==> src/rtl/turn_signal_ctrl_pkg.sv <==
// ----------------------------------------------------------------------------
// car_pkg
// Shared definitions for the turn-signal controller and the blocks that work
// alongside it (sound unit, lamp drivers, dashboard).
//
// Contents:
//   turn_state_t              - turn-signal controller state
//   CLK_HZ                    - system clock frequency
//   DEFAULT_DEBOUNCE_CYCLES   - switch settle time in clocks (20 ms)
//   DEFAULT_BLINK_HALF_CYCLES - lamp ON/OFF phase length in clocks (0.4 s)
//   counterWidth()            - bits needed to count 0..count-1
// ----------------------------------------------------------------------------
package car_pkg;

    typedef enum logic [1:0] {
        ST_IDLE   = 2'd0,
        ST_LEFT   = 2'd1,
        ST_RIGHT  = 2'd2,
        ST_HAZARD = 2'd3
    } turn_state_t;

    localparam int CLK_HZ                    = 50_000_000;
    localparam int DEFAULT_DEBOUNCE_CYCLES   = 1_000_000;
    localparam int DEFAULT_BLINK_HALF_CYCLES = 20_000_000;

    // A counter that runs 0..count-1 needs ceil(log2(count)) bits; a count of
    // one still gets a single bit so the vector never collapses to zero width.
    function automatic int counterWidth(input int count);
        return (count > 1) ? $clog2(count) : 1;
    endfunction

endpackage

==> src/rtl/turn_signal_ctrl_if.sv <==
// ----------------------------------------------------------------------------
// turn_signal_ctrl_if
// Bundles the driver switch inputs and the lamp / sound / dashboard outputs of
// the turn-signal controller.
//
// Signals:
//   engine_on       - engine running, already synchronous to clk
//   lever_left_raw  - raw lever-left contact (asynchronous, bouncy)
//   lever_right_raw - raw lever-right contact (asynchronous, bouncy)
//   hazard_btn_raw  - raw momentary hazard button (asynchronous, bouncy)
//   left_lamp       - left indicator lamp drive
//   right_lamp      - right indicator lamp drive
//   turn_signal_on  - blink phase for the sound unit, 0 when idle
//   hazard_active   - hazard latch state for the dashboard LED
//
// Modports:
//   master - the switch side / environment: drives inputs, observes outputs
//   slave  - the controller itself
// ----------------------------------------------------------------------------
interface turn_signal_ctrl_if;

    logic engine_on;
    logic lever_left_raw;
    logic lever_right_raw;
    logic hazard_btn_raw;
    logic left_lamp;
    logic right_lamp;
    logic turn_signal_on;
    logic hazard_active;

    modport master (
        output engine_on,
        output lever_left_raw,
        output lever_right_raw,
        output hazard_btn_raw,
        input  left_lamp,
        input  right_lamp,
        input  turn_signal_on,
        input  hazard_active
    );

    modport slave (
        input  engine_on,
        input  lever_left_raw,
        input  lever_right_raw,
        input  hazard_btn_raw,
        output left_lamp,
        output right_lamp,
        output turn_signal_on,
        output hazard_active
    );

endinterface

==> src/rtl/turn_signal_ctrl_sw_debounce.sv <==
// ----------------------------------------------------------------------------
// sw_debounce
// Conditions one raw mechanical switch contact: a two-flop synchroniser
// followed by a stability counter. The debounced level only changes after the
// synchronised input has disagreed with it for DEBOUNCE_CYCLES consecutive
// clocks, so any glitch shorter than that is swallowed.
//
// Ports:
//   clk     - system clock
//   rst     - asynchronous, active-high reset
//   i_raw   - raw switch contact, asynchronous to clk
//   o_level - debounced, clk-synchronous switch level
// ----------------------------------------------------------------------------
module sw_debounce
    import car_pkg::*;
#(
    parameter int DEBOUNCE_CYCLES = DEFAULT_DEBOUNCE_CYCLES
) (
    input  logic clk,
    input  logic rst,
    input  logic i_raw,
    output logic o_level
);

    localparam int             CW       = counterWidth(DEBOUNCE_CYCLES);
    localparam logic [CW-1:0]  CNT_LAST = CW'(DEBOUNCE_CYCLES - 1);

    logic          r_sync1;
    logic          r_sync2;
    logic [CW-1:0] r_count;
    logic          r_level;

    // Two-flop synchroniser; the first stage may go metastable and is never
    // looked at by anything except the second stage.
    always_ff @(posedge clk or posedge rst) begin
        if (rst) begin
            r_sync1 <= 1'b0;
            r_sync2 <= 1'b0;
        end else begin
            r_sync1 <= i_raw;
            r_sync2 <= r_sync1;
        end
    end

    // Stability counter: any cycle where the synchronised input agrees with the
    // accepted level restarts the count. The flip happens on the edge that sees
    // the DEBOUNCE_CYCLES-th consecutive disagreeing sample, and the counter
    // clears at the same time so the new level starts from a clean slate.
    always_ff @(posedge clk or posedge rst) begin
        if (rst) begin
            r_count <= '0;
            r_level <= 1'b0;
        end else if (r_sync2 == r_level) begin
            r_count <= '0;
        end else if (r_count == CNT_LAST) begin
            r_count <= '0;
            r_level <= r_sync2;
        end else begin
            r_count <= r_count + CW'(1);
        end
    end

    assign o_level = r_level;

endmodule

==> src/rtl/turn_signal_ctrl.sv <==
// ----------------------------------------------------------------------------
// turn_signal_ctrl
// Turns the turn-signal lever and the hazard button into left/right lamp
// drives, a blink-phase signal for the sound unit (which clicks on each edge)
// and a hazard indicator for the dashboard.
//
// Ports:
//   clk - 50 MHz system clock
//   rst - asynchronous, active-high reset
//   bus - turn_signal_ctrl_if.slave: engine_on and the three raw switch
//         contacts in; left_lamp, right_lamp, turn_signal_on, hazard_active out
//
// Parameters:
//   DEBOUNCE_CYCLES   - stable clocks before a switch change is accepted
//   BLINK_HALF_CYCLES - clocks per lamp ON phase and per OFF phase
// ----------------------------------------------------------------------------
module turn_signal_ctrl
    import car_pkg::*;
#(
    parameter int DEBOUNCE_CYCLES   = DEFAULT_DEBOUNCE_CYCLES,
    parameter int BLINK_HALF_CYCLES = DEFAULT_BLINK_HALF_CYCLES
) (
    input  logic                 clk,
    input  logic                 rst,
    turn_signal_ctrl_if.slave    bus
);

    localparam int             TW         = counterWidth(BLINK_HALF_CYCLES);
    localparam logic [TW-1:0]  TIMER_LAST = TW'(BLINK_HALF_CYCLES - 1);

    logic          w_leftDb;
    logic          w_rightDb;
    logic          w_hazardDb;
    logic          w_leverLeft;
    logic          w_leverRight;
    logic          w_hazardRise;

    logic          r_hazardDbPrev;
    logic          r_hazardLatch;

    turn_state_t   r_state;
    turn_state_t   w_nextState;
    logic          r_phase;
    logic [TW-1:0] r_timer;

    logic          w_leftLampNext;
    logic          w_rightLampNext;
    logic          w_turnOnNext;
    logic          r_leftLamp;
    logic          r_rightLamp;
    logic          r_turnOn;
    logic          r_hazardActive;

    sw_debounce #(.DEBOUNCE_CYCLES(DEBOUNCE_CYCLES)) u_debLeft (
        .clk     (clk),
        .rst     (rst),
        .i_raw   (bus.lever_left_raw),
        .o_level (w_leftDb)
    );

    sw_debounce #(.DEBOUNCE_CYCLES(DEBOUNCE_CYCLES)) u_debRight (
        .clk     (clk),
        .rst     (rst),
        .i_raw   (bus.lever_right_raw),
        .o_level (w_rightDb)
    );

    sw_debounce #(.DEBOUNCE_CYCLES(DEBOUNCE_CYCLES)) u_debHazard (
        .clk     (clk),
        .rst     (rst),
        .i_raw   (bus.hazard_btn_raw),
        .o_level (w_hazardDb)
    );

    // Both lever contacts closed at once can only be a contact fault, so that
    // combination counts as neither direction.
    assign w_leverLeft  = w_leftDb  & ~w_rightDb;
    assign w_leverRight = w_rightDb & ~w_leftDb;
    assign w_hazardRise = w_hazardDb & ~r_hazardDbPrev;

    // The hazard button is momentary: each press toggles the latch and the
    // release is ignored. Engine state plays no part here.
    always_ff @(posedge clk or posedge rst) begin
        if (rst) begin
            r_hazardDbPrev <= 1'b0;
            r_hazardLatch  <= 1'b0;
        end else begin
            r_hazardDbPrev <= w_hazardDb;
            if (w_hazardRise) begin
                r_hazardLatch <= ~r_hazardLatch;
            end
        end
    end

    // State register for the turn-signal FSM.
    always_ff @(posedge clk or posedge rst) begin
        if (rst) begin
            r_state <= ST_IDLE;
        end else begin
            r_state <= w_nextState;
        end
    end

    // Next state is re-derived from scratch every cycle rather than from the
    // current state: hazard wins, then a lever direction if the engine runs.
    always_comb begin
        w_nextState = ST_IDLE;
        if (r_hazardLatch) begin
            w_nextState = ST_HAZARD;
        end else if (bus.engine_on && w_leverLeft) begin
            w_nextState = ST_LEFT;
        end else if (bus.engine_on && w_leverRight) begin
            w_nextState = ST_RIGHT;
        end
    end

    // Blink phase generator. Any move into an active state restarts the
    // pattern lit with a fresh timer, so the driver always sees an immediate
    // flash (this also covers LEFT<->RIGHT and hazard on/off transitions).
    // While the state holds, the timer runs 0..BLINK_HALF_CYCLES-1 and the
    // phase toggles on every wrap. IDLE parks everything at zero.
    always_ff @(posedge clk or posedge rst) begin
        if (rst) begin
            r_phase <= 1'b0;
            r_timer <= '0;
        end else if (w_nextState == ST_IDLE) begin
            r_phase <= 1'b0;
            r_timer <= '0;
        end else if (w_nextState != r_state) begin
            r_phase <= 1'b1;
            r_timer <= '0;
        end else if (r_timer == TIMER_LAST) begin
            r_phase <= ~r_phase;
            r_timer <= '0;
        end else begin
            r_timer <= r_timer + TW'(1);
        end
    end

    // Lamp and sound decode from the current state and phase.
    always_comb begin
        w_leftLampNext  = 1'b0;
        w_rightLampNext = 1'b0;
        w_turnOnNext    = 1'b0;
        case (r_state)
            ST_LEFT: begin
                w_leftLampNext  = r_phase;
                w_turnOnNext    = r_phase;
            end
            ST_RIGHT: begin
                w_rightLampNext = r_phase;
                w_turnOnNext    = r_phase;
            end
            ST_HAZARD: begin
                w_leftLampNext  = r_phase;
                w_rightLampNext = r_phase;
                w_turnOnNext    = r_phase;
            end
            default: begin
                w_leftLampNext  = 1'b0;
                w_rightLampNext = 1'b0;
                w_turnOnNext    = 1'b0;
            end
        endcase
    end

    // Outputs are registered so the lamp drivers and sound unit see glitch-free
    // levels; the asynchronous reset still darkens them immediately.
    always_ff @(posedge clk or posedge rst) begin
        if (rst) begin
            r_leftLamp     <= 1'b0;
            r_rightLamp    <= 1'b0;
            r_turnOn       <= 1'b0;
            r_hazardActive <= 1'b0;
        end else begin
            r_leftLamp     <= w_leftLampNext;
            r_rightLamp    <= w_rightLampNext;
            r_turnOn       <= w_turnOnNext;
            r_hazardActive <= r_hazardLatch;
        end
    end

    assign bus.left_lamp      = r_leftLamp;
    assign bus.right_lamp     = r_rightLamp;
    assign bus.turn_signal_on = r_turnOn;
    assign bus.hazard_active  = r_hazardActive;

endmodule

==> src/flat_wrapper.sv <==
// flat-port wrapper written by rule: the top's interface ports become plain ports
module turn_signal_ctrl_flat import car_pkg::*;
#(
    parameter int DEBOUNCE_CYCLES   = DEFAULT_DEBOUNCE_CYCLES,
    parameter int BLINK_HALF_CYCLES = DEFAULT_BLINK_HALF_CYCLES
)
  (clk, rst, bus_engine_on, bus_lever_left_raw, bus_lever_right_raw, bus_hazard_btn_raw, bus_left_lamp, bus_right_lamp, bus_turn_signal_on, bus_hazard_active);
  turn_signal_ctrl_if bus_i ();
  input  logic clk;
  input  logic rst;
  input wire logic [$bits(bus_i.engine_on)-1:0] bus_engine_on;
  input wire logic [$bits(bus_i.lever_left_raw)-1:0] bus_lever_left_raw;
  input wire logic [$bits(bus_i.lever_right_raw)-1:0] bus_lever_right_raw;
  input wire logic [$bits(bus_i.hazard_btn_raw)-1:0] bus_hazard_btn_raw;
  output wire logic [$bits(bus_i.left_lamp)-1:0] bus_left_lamp;
  output wire logic [$bits(bus_i.right_lamp)-1:0] bus_right_lamp;
  output wire logic [$bits(bus_i.turn_signal_on)-1:0] bus_turn_signal_on;
  output wire logic [$bits(bus_i.hazard_active)-1:0] bus_hazard_active;
  assign bus_i.engine_on = bus_engine_on;
  assign bus_i.lever_left_raw = bus_lever_left_raw;
  assign bus_i.lever_right_raw = bus_lever_right_raw;
  assign bus_i.hazard_btn_raw = bus_hazard_btn_raw;
  assign bus_left_lamp = bus_i.left_lamp;
  assign bus_right_lamp = bus_i.right_lamp;
  assign bus_turn_signal_on = bus_i.turn_signal_on;
  assign bus_hazard_active = bus_i.hazard_active;
  turn_signal_ctrl #(.DEBOUNCE_CYCLES(DEBOUNCE_CYCLES), .BLINK_HALF_CYCLES(BLINK_HALF_CYCLES)) u_core (.clk(clk), .rst(rst), .bus(bus_i));
endmodule
==> config.mk <==
export PLATFORM = sky130hd
export DESIGN_NAME = turn_signal_ctrl_flat
export DESIGN_NICKNAME = d
export VERILOG_FILES = /design/src/rtl/turn_signal_ctrl_pkg.sv /design/src/rtl/turn_signal_ctrl_if.sv /design/src/rtl/turn_signal_ctrl_sw_debounce.sv /design/src/rtl/turn_signal_ctrl.sv /design/src/flat_wrapper.sv
export SDC_FILE = /design/constraint.sdc
export NUM_CORES = 1
export LEC_CHECK = 0
export BUFFER_PORTS_ARGS = -buffer_cell sky130_fd_sc_hd__buf_2
export CAP_MARGIN = 5
export CORE_MARGIN = 3
export CORE_UTILIZATION = 46
export DETAILED_ROUTE_END_ITERATION = 16
export PLACE_DENSITY_LB_ADDON = 0.2
export SYNTH_ARGS = -nofsm -noshare
export SYNTH_HDL_FRONTEND = slang
export SYNTH_SLANG_ARGS = --single-unit
==> constraint.sdc <==
create_clock -name clk -period 3.3 [get_ports clk]
set_input_delay 0.165 -clock clk [delete_from_list [all_inputs] [get_ports clk]]
set_output_delay 0.165 -clock clk [all_outputs]
set_load 0.05 [all_outputs]
==> results.toml, run 1 <==
[clocking]
postCtsResizedCells = 0
cts_root_buf = "clkbuf_8"
cts_num_sinks = 103
post-cts-setup-buffers = 0
clk_pin_slew_worst_paths_ns = 0.10
cts_buffers = 9
cts_max_path_buffers = 2
cts_tree = "done"
clkLatencyLatePin_ns = 0.37
h-tree-depth = 3
holdBufCountCts = 4

[worst_setup_path]
crit_cells = 4
cp_slowest_cell = "o31ai_4"
r2r_end = "u_core.u_debRight.r_count[8]"
crit_type = "register to register"
crit_buf_inv = 0
reg2reg_depth = 4
path_max_fanout = 19
startpoint_type = "register"
end_kind = "register"
critPathTopFamily = "simple AND/OR/NAND/NOR gates"
slowest_delay_ns = 0.72
crit_arrival_ns = 2.31
rr_startpoint = "u_core.u_debRight.r_count[16]"
crit_required_ns = 3.52
reg2reg_slack_ns = 1.22
path_cells = "nand3_1 > or4b_4 > o31ai_4 > nor2_1"

[detailed_routing]
antenna_left = 0
firstDrtPassIters = 4
route.detailed.drc = 0
wirelength_microns = 9320
vias_per_cell = 5.57
wire_per_inst_microns = 14.3
vias = 3640
dr.first_iter.drc_count = 187

[timing]
fin_tns_setup_ns = 0
timing.fmax_ghz = 0.480
fin_crit_ns = 2.08
setup_viol = 0
grt_setup_unrepaired = "no"
layout_setup_ws_ns = 1.22
tightest_slew_ns = 0.823
finalCritPeriodShare_pct = 63.2
report.final.hold_viol_count = 0
max_slew_margin_pct = 45.1
fin_skew_ns = 0.0131
drv_slew = 0

[finish]
drive_above_1_share_pct = 9.28
n_antenna_cell = 0
final_cell_mix = "dfrtp_1 (103), nor2_1 (65), xnor2_1 (38)"
nets = 523
instances_no_fill = 653
area_growth_pct = 8.00
final_common_cell = "dfrtp_1"

[yosys]
synthesis.nets = 507
yosysWarnings = 0
syn_inst = 497
ys.flop_type = "dfrtp_1"
syn-cell-area_sq_um = 4970
yosysSeqAreaShare_pct = 51.8
ys_async_sr_fraction_pct = 100
synth_cell_types = 47
syn_area_per_cell_sq_um = 10.0
synth_edf_count = 0
ys_ff_latch = 103

[status]
status = "finished clean"

[hold_path]
holdPathEnd = "u_core.r_state[0]"
hold_class = "input pin to register"
hp-start = "bus_engine_on"
hold_depth = 3

[floorplanning]
core_area_sq_um = 10400
dieArea_sq_um = 12100
dieHeight_microns = 110
fp-row-count = 37
die_x_microns = 110
initial_core_util_pct = 47.7
ios = 10

[place]
hpwlAfterDp_microns = 6350
place_ws_ns = 1.22
port_buffers = 9
dp_cells = 634
gp_congestion = 0.814

[power_and_ir_drop]
power_leakage_nw = 2.12
irDropWorstVdd_mv = 0.303
cellPowerDensity_nw_per_um2 = 383

[flow_run]
drv_cap = 0

[global_routing]
first_global_vias = 3615
grt_overflow = 0
antenna_found_initial = 0
grt_pass1_wl_microns = 16400
grt_max_degree = 69
grtUsageTotal_pct = 17.0
tightest hold or removal path, cell delays in order:
cell and delay (ns):
buf_2 0.13, nand3b_1 0.09, nand2_1 0.05
metal layers:
layer	wire length (microns)	track usage, %	vias up	share of wire [%]
li1	-	-	1798	-
met1	4350	21.8	1785	47
met2	4500	28.0	44	48
met3	321	5.30	13	3.4
met4	142	4.90	0	1.5
met5	0	0	-	0
report_power, final:
part / leakage, nW / switching, W / total (W) / internal [W]
Clock: 0.0898 / 0.000434 / 0.000709 / 0.000276
Combinational: 0.608 / 0.0000464 / 0.0000658 / 0.0000193
Sequential: 1.42 / 0.0000104 / 0.00128 / 0.00127
Total: 2.12 / 0.000491 / 0.00206 / 0.00157
stage by stage:
stage	utilization (%)	total power, W	hold slack, ns	cell area, sq um
3_3_place_gp	49.6	0.00137	0.276	5160
6_report	51.6	0.00206	0.0960	5370
3_5_place_dp	49.6	0.00137	0.274	5160
4_1_cts	51.6	0.00210	0.0726	5370
5_1_grt	51.6	0.00215	0.106	5370
2_1_floorplan	-	0.00135	0.196	4970
worst max-delay path by stage:
stage	slack, ns	startpoint	endpoint
detailed placement	1.22	u_core.u_debRight.r_count[16]	u_core.u_debRight.r_count[8]
global placement	1.27	u_core.u_debRight.r_count[16]	u_core.u_debRight.r_count[13]
finish	1.22	u_core.u_debRight.r_count[16]	u_core.u_debRight.r_count[8]
floorplan	0.43	rst	u_core.bus.hazard_active
global route	1.05	u_core.u_debRight.r_count[16]	u_core.u_debRight.r_count[9]
CTS	1.20	u_core.u_debRight.r_count[16]	u_core.u_debRight.r_count[8]
logic make-up after synthesis:
family,count (synthesis),share of synthesized area (%)
adder cells (fa/ha/maj),4,1.01
AND/OR/NAND/NOR,236,25.9
XOR/XNOR,57,10.0
AO/OA/AOI/OAI,62,7.67
buffers and inverters,32,2.87
multiplexers,3,0.679
flip-flops,103,51.8
sequential cells by signal, summed over array words and instances (netlist names), 2 cells and up:
register and flops:
u_core.u_debHazard.r_count 20, u_core.u_debLeft.r_count 20, u_core.r_timer 25, u_core.u_debRight.r_count 20, u_core.r_state 2
cell usage after synthesis (2+ instances only):
library cell	instances	area (sq um)
o31ai_1	11	82.6
nor2b_1	2	12.5
dfrtp_1	103	2580
or4b_2	2	20.0
o21ai_0	17	85.1
a21oi_1	26	130
nand4_1	20	125
inv_1	19	71.3
nor4b_1	6	52.6
nor4bb_1	3	30.0
buf_2	2	10.0
buf_6	2	22.5
or4_1	13	97.6
ha_1	4	50.1
mux2_2	3	33.8
or3_2	2	15.0
nand3_1	25	125
or2_2	2	12.5
nor3_1	12	60.1
clkbuf_1	7	26.3
and2_1	7	43.8
nor4_1	11	68.8
nand3_2	2	20.0
and3_1	13	81.3
nand2_1	24	90.1
or3_1	19	119
nor2_1	65	244
xnor2_1	38	333
xor2_1	19	166
area by class of cell:
cell class	count	area [sq um]
Tap cell	136	170
Fill cell	973	5040
Sequential cell	103	2580
Multi-Input combinational cell	362	2260
Timing Repair Buffer	18	123
Clock buffer	9	124
Clock inverter	6	45.0
Inverter	19	73.8
Power figures use the tool's default switching activity.
==> run 2, diff against run 1 <==
- clock period: 3.3 -> 2 ns (I/O delays scaled with it)
==> run 2 against run 1 <==
Net effect:
- sequential share of layout area down 1.8 points
- design area up 4.0%
- first-iteration DRC count up 9.1%
- sequential power up 66%
- via count up 0.96%
- combinational power up 75%
- final cell count up 3.1%
- clock skew down 0.0020 ns
- hold slack worse by 0.065 ns
==> results.toml, run 2 (synthesis results as in run 1) <==
[timing]
fin_skew_ns = 0.0111
tightest_slew_ns = 0.522
fin_crit_ns = 1.91
grt_setup_unrepaired = "no"
finalCritPeriodShare_pct = 95.4
fin_tns_setup_ns = 0
max_slew_margin_pct = 65.2
report.final.hold_viol_count = 0
drv_slew = 0
timing.fmax_ghz = 0.524
setup_viol = 0

[worst_setup_path]
crit_type = "register to register"
end_kind = "register"
cp_slowest_cell = "or4_4"
path_cells = "nand3_2 > or4_4 > or4_1 > a21oi_1"
reg2reg_depth = 4
startpoint_type = "register"
slowest_delay_ns = 0.64
crit_arrival_ns = 2.20
crit_required_ns = 2.30
rr_startpoint = "u_core.r_timer[6]"
r2r_end = "u_core.r_timer[22]"
path_max_fanout = 14
reg2reg_slack_ns = 0.09

[floorplanning]
dieHeight_microns = 110
dieArea_sq_um = 12100
fp-row-count = 37
core_area_sq_um = 10400
initial_core_util_pct = 47.7
die_x_microns = 110
ios = 10

[detailed_routing]
wirelength_microns = 9260
route.detailed.drc = 0
wire_per_inst_microns = 13.8
antenna_left = 0
wl_met3_microns = 279
vias_per_cell = 5.46
wirelength_met1_microns = 4540
vias = 3675
firstDrtPassIters = 4
met2_length_microns = 4360
top_layer_used = "met4"
dr.first_iter.drc_count = 204

[clocking]
cts_tree = "done"
cts_num_sinks = 103
clkLatencyLatePin_ns = 0.37
cts_buffers = 9
cts_root_buf = "clkbuf_8"
h-tree-depth = 3
cts_max_path_buffers = 2
clk_pin_slew_worst_paths_ns = 0.09

[hold_path]
holdPathEnd = "u_core.r_state[0]"
hold_depth = 3
hold_class = "input pin to register"
hp-start = "bus_engine_on"

[place]
gp_congestion = 0.801
hpwlAfterDp_microns = 6350
dpl_cell_area_sq_um = 5310
port_buffers = 9

[global_routing]
antenna_found_initial = 0
first_global_vias = 3447
grt_pass1_wl_microns = 16300
grtUsageTotal_pct = 17.1
grt_max_degree = 104
grt_overflow = 0

[flow_run]
drv_cap = 0

[finish]
drive_above_1_share_pct = 12.8
largest_reg_flops = 25
n_antenna_cell = 0
regMostFlops = "u_core.r_timer"
nets = 542
final_common_cell = "dfrtp_1"
area_growth_pct = 12.3
final_cell_mix = "dfrtp_1 (103), nor2_1 (65), xnor2_1 (38)"
final_design_area_no_fill_sq_um = 5590

[status]
status = "finished clean"

[power_and_ir_drop]
cellPowerDensity_nw_per_um2 = 636
irDropWorstVdd_mv = 0.511
power_leakage_nw = 2.22
[run 2: cell count changes in the layout (fill, tap and decap cells not counted), sizes merged]
cell      change
bufinv        +1
clkbuf        +5
clkinvlp      +1
inv           -3
clkinv        -3
buf          +19
[run 2: worst max-delay path: cells and delay by family, from the launching register on]
kind	cells	cell delay, ns
flip-flops	1	0.42
AND/OR/NAND/NOR	3	1.27
AO/OA/AOI/OAI	1	0.15
[run 2: where the power goes]
group / switching [W] / internal, W
sequential: 0.0000180 / 0.00210
clock: 0.000667 / 0.000652
combinational: 0.0000765 / 0.0000390
total: 0.000762 / 0.00279
[run 2: metal layers]
layer  global-route usage (%)  up-vias
li1                         -     1846
met1                     23.0     1781
met2                     27.0       42
met3                     4.54        6
met4                     5.08        0
met5                        0        -
[run 2: worst max path at each step]
| stage | startpoint | endpoint | slack (ns) | cells after the start |
|---|---|---|---|---|
| 2_1_floorplan | u_core.u_debLeft.r_count[0] | u_core.u_debLeft.r_count[10] | 0.17 | 6 |
| 3_3_place_gp | u_core.u_debHazard.r_count[0] | u_core.u_debHazard.r_count[18] | 0.14 | 5 |
| 3_5_place_dp | u_core.u_debHazard.r_count[0] | u_core.u_debHazard.r_count[18] | 0.09 | 5 |
| 4_1_cts | u_core.r_timer[5] | u_core.r_timer[22] | 0.08 | 4 |
| 5_1_grt | u_core.r_timer[6] | u_core.r_timer[18] | 0.009 | 4 |
| 6_report | u_core.r_timer[6] | u_core.r_timer[22] | 0.09 | 4 |
[run 2: timing repair]
action / 4_1_cts / 5_1_grt
endpoints found under the setup margin: 0 / 6
hold endpoints to repair: 106 / 0
hold buffers: 4 / 0
gates resized for setup: 0 / 4
buffers inserted: 0 / 3
[run 2: stage by stage]
step                std cells  total power (W)  util, %  hold WS [ns]  worst slack, ns
floorplan                 497          0.00223        -         0.131            0.175
global placement          650          0.00227     51.0         0.208            0.137
detailed placement        650          0.00227     51.0         0.209           0.0884
CTS                       670          0.00362     53.3       0.00440           0.0832
global route              673          0.00373     53.6        0.0463          0.00903
finish                    673          0.00355     53.6        0.0312           0.0918
[run 2: layout make-up]
| class | instances | area (sq um) |
|---|---|---|
| Fill cell | 925 | 4830 |
| Sequential cell | 103 | 2580 |
| Multi-Input combinational cell | 362 | 2270 |
| Timing Repair Buffer | 37 | 290 |
| Tap cell | 136 | 170 |
| Clock buffer | 14 | 163 |
| Inverter | 19 | 75.1 |
| Clock inverter | 2 | 38.8 |
==> run 3, diff against run 2 <==
- PLACE_DENSITY: unset -> 0.64
- PLACE_DENSITY_LB_ADDON: 0.2 -> unset
==> run 3 against run 2 <==
Net effect:
- critical path depth up 1
- flip-flop and latch count unchanged
- non-clock buffer count down 2
- design area down 0.40%
- combinational power about the same
- count of clock-buffer cells in the layout down 4
- clock skew up 0.0018 ns
- global-route usage down 1.1 points
- critical endpoint is now u_core.r_timer[17]
==> results.toml, run 3 (synthesis results as in run 1) <==
[worst_setup_path]
crit_arrival_ns = 2.20
startpoint_type = "register"
crit_type = "register to register"
crit_required_ns = 2.28
end_kind = "register"
path_max_fanout = 9

[timing]
grt_setup_unrepaired = "no"
fin_crit_ns = 1.92
report.final.hold_viol_count = 0
drv_slew = 0
fin_skew_ns = 0.0129
tightest_slew_ns = 0.547
max_slew_margin_pct = 63.5
finalCritPeriodShare_pct = 95.8
fin_tns_setup_ns = 0
setup_viol = 0
timing.fmax_ghz = 0.522

[finish]
n_antenna_cell = 0
multi_input_area_sq_um = 2280
final_design_area_no_fill_sq_um = 5560
drive_above_1_share_pct = 13.1
nets = 540
nFillCells = 928
final_common_cell = "dfrtp_1"
ff_latch_area_sq_um = 2580
final_cell_mix = "dfrtp_1 (103), nor2_1 (65), xnor2_1 (38)"
largest_reg_flops = 25
regMostFlops = "u_core.r_timer"
area_growth_pct = 11.8

[global_routing]
grt_busiest_layer = "met2"
grtUsageTotal_pct = 16.0
first_global_vias = 3387
use_met3_pct = 3.84
met2_usage_pct = 25.7
grt_overflow = 0
grt_util_met1_pct = 21.4
grt_max_degree = 104
antenna_found_initial = 0
grt_pass1_wl_microns = 15500

[detailed_routing]
route.detailed.drc = 0
wire_per_inst_microns = 13.5
vias = 3729
firstDrtPassIters = 4
vias_per_cell = 5.56
wirelength_microns = 9050
antenna_left = 0
dr.first_iter.drc_count = 184

[place]
gp_congestion = 0.766
hpwlAfterDp_microns = 6190
port_buffers = 9
dpl_cell_area_sq_um = 5280

[floorplanning]
core_area_sq_um = 10400
dieArea_sq_um = 12100
initial_core_util_pct = 47.7
die_x_microns = 110
ios = 10
fp-row-count = 37
dieHeight_microns = 110

[clocking]
clkLatencyLatePin_ns = 0.37
h-tree-depth = 3
cts_max_path_buffers = 2
cts_tree = "done"
cts_num_sinks = 103
cts_buffers = 9
cts_root_buf = "clkbuf_8"
clk_pin_slew_worst_paths_ns = 0.10

[hold_path]
hold_class = "input pin to register"

[status]
status = "finished clean"

[power_and_ir_drop]
power_leakage_nw = 2.20
cellPowerDensity_nw_per_um2 = 643
irDropWorstVdd_mv = 0.603

[flow_run]
drv_cap = 0
run 3: layout make-up:
type	count	area share (%)
multi-input combinational	362	40.9
inverter	19	1.35
sequential	103	46.3
tap	136	3.06
timing repair buffer	35	4.68
clock buffer	10	2.47
clock inverter	6	1.19
run 3: power by group:
part | switching, W | internal, W | leakage (nW)
Clock | 0.000721 | 0.000620 | 0.107
Sequential | 0.0000171 | 0.00210 | 1.42
Combinational | 0.0000775 | 0.0000381 | 0.679
Total | 0.000815 | 0.00276 | 2.20
run 3: worst paths after layout:
check	slack [ns]	cells after the start	startpoint	to
min reg2reg	0.36	0	u_core.u_debHazard.r_sync1	u_core.u_debHazard.r_sync2
max in group asynchronous	1.16	4	rst	u_core.r_timer[18]
min in group asynchronous	0.40	4	rst	u_core.u_debHazard.r_count[16]
max reg2reg	0.08	5	u_core.r_timer[5]	u_core.r_timer[17]
min	0.06	3	bus_engine_on	u_core.r_state[1]
max	0.08	5	u_core.r_timer[5]	u_core.r_timer[17]
run 3: per-stage QoR:
step / power (W) / utilization [%] / hold WS (ns) / cells / setup slack [ns]
CTS: 0.00364 / 53.0 / 0.0276 / 668 / 0.0412
global route: 0.00373 / 53.4 / 0.0460 / 671 / 0.00394
floorplan: 0.00223 / - / 0.131 / 497 / 0.175
detailed placement: 0.00227 / 50.7 / 0.210 / 648 / 0.0778
global placement: 0.00227 / 50.7 / 0.208 / 648 / 0.138
finish: 0.00358 / 53.4 / 0.0611 / 671 / 0.0845
run 3: critical path, cell delays in order, from the launching register on:
cell     delay [ns]
dfrtp_1        0.46
nand3_4        0.12
or4_4          0.60
buf_2          0.19
or3_1          0.30
a21oi_1        0.16
run 3: routing by layer:
metal	wire length, microns	share of wire, %
met2	4350	48
met1	4280	47
met4	119	1.3
met3	299	3.3
met5	0	0
run 3: what timing repair did:
item,in CTS,in global routing
endpoints found under the setup margin,0,8
endpoints found under the hold margin,106,0
hold buffers,4,0
gates resized for setup,0,5
buffers inserted,0,3
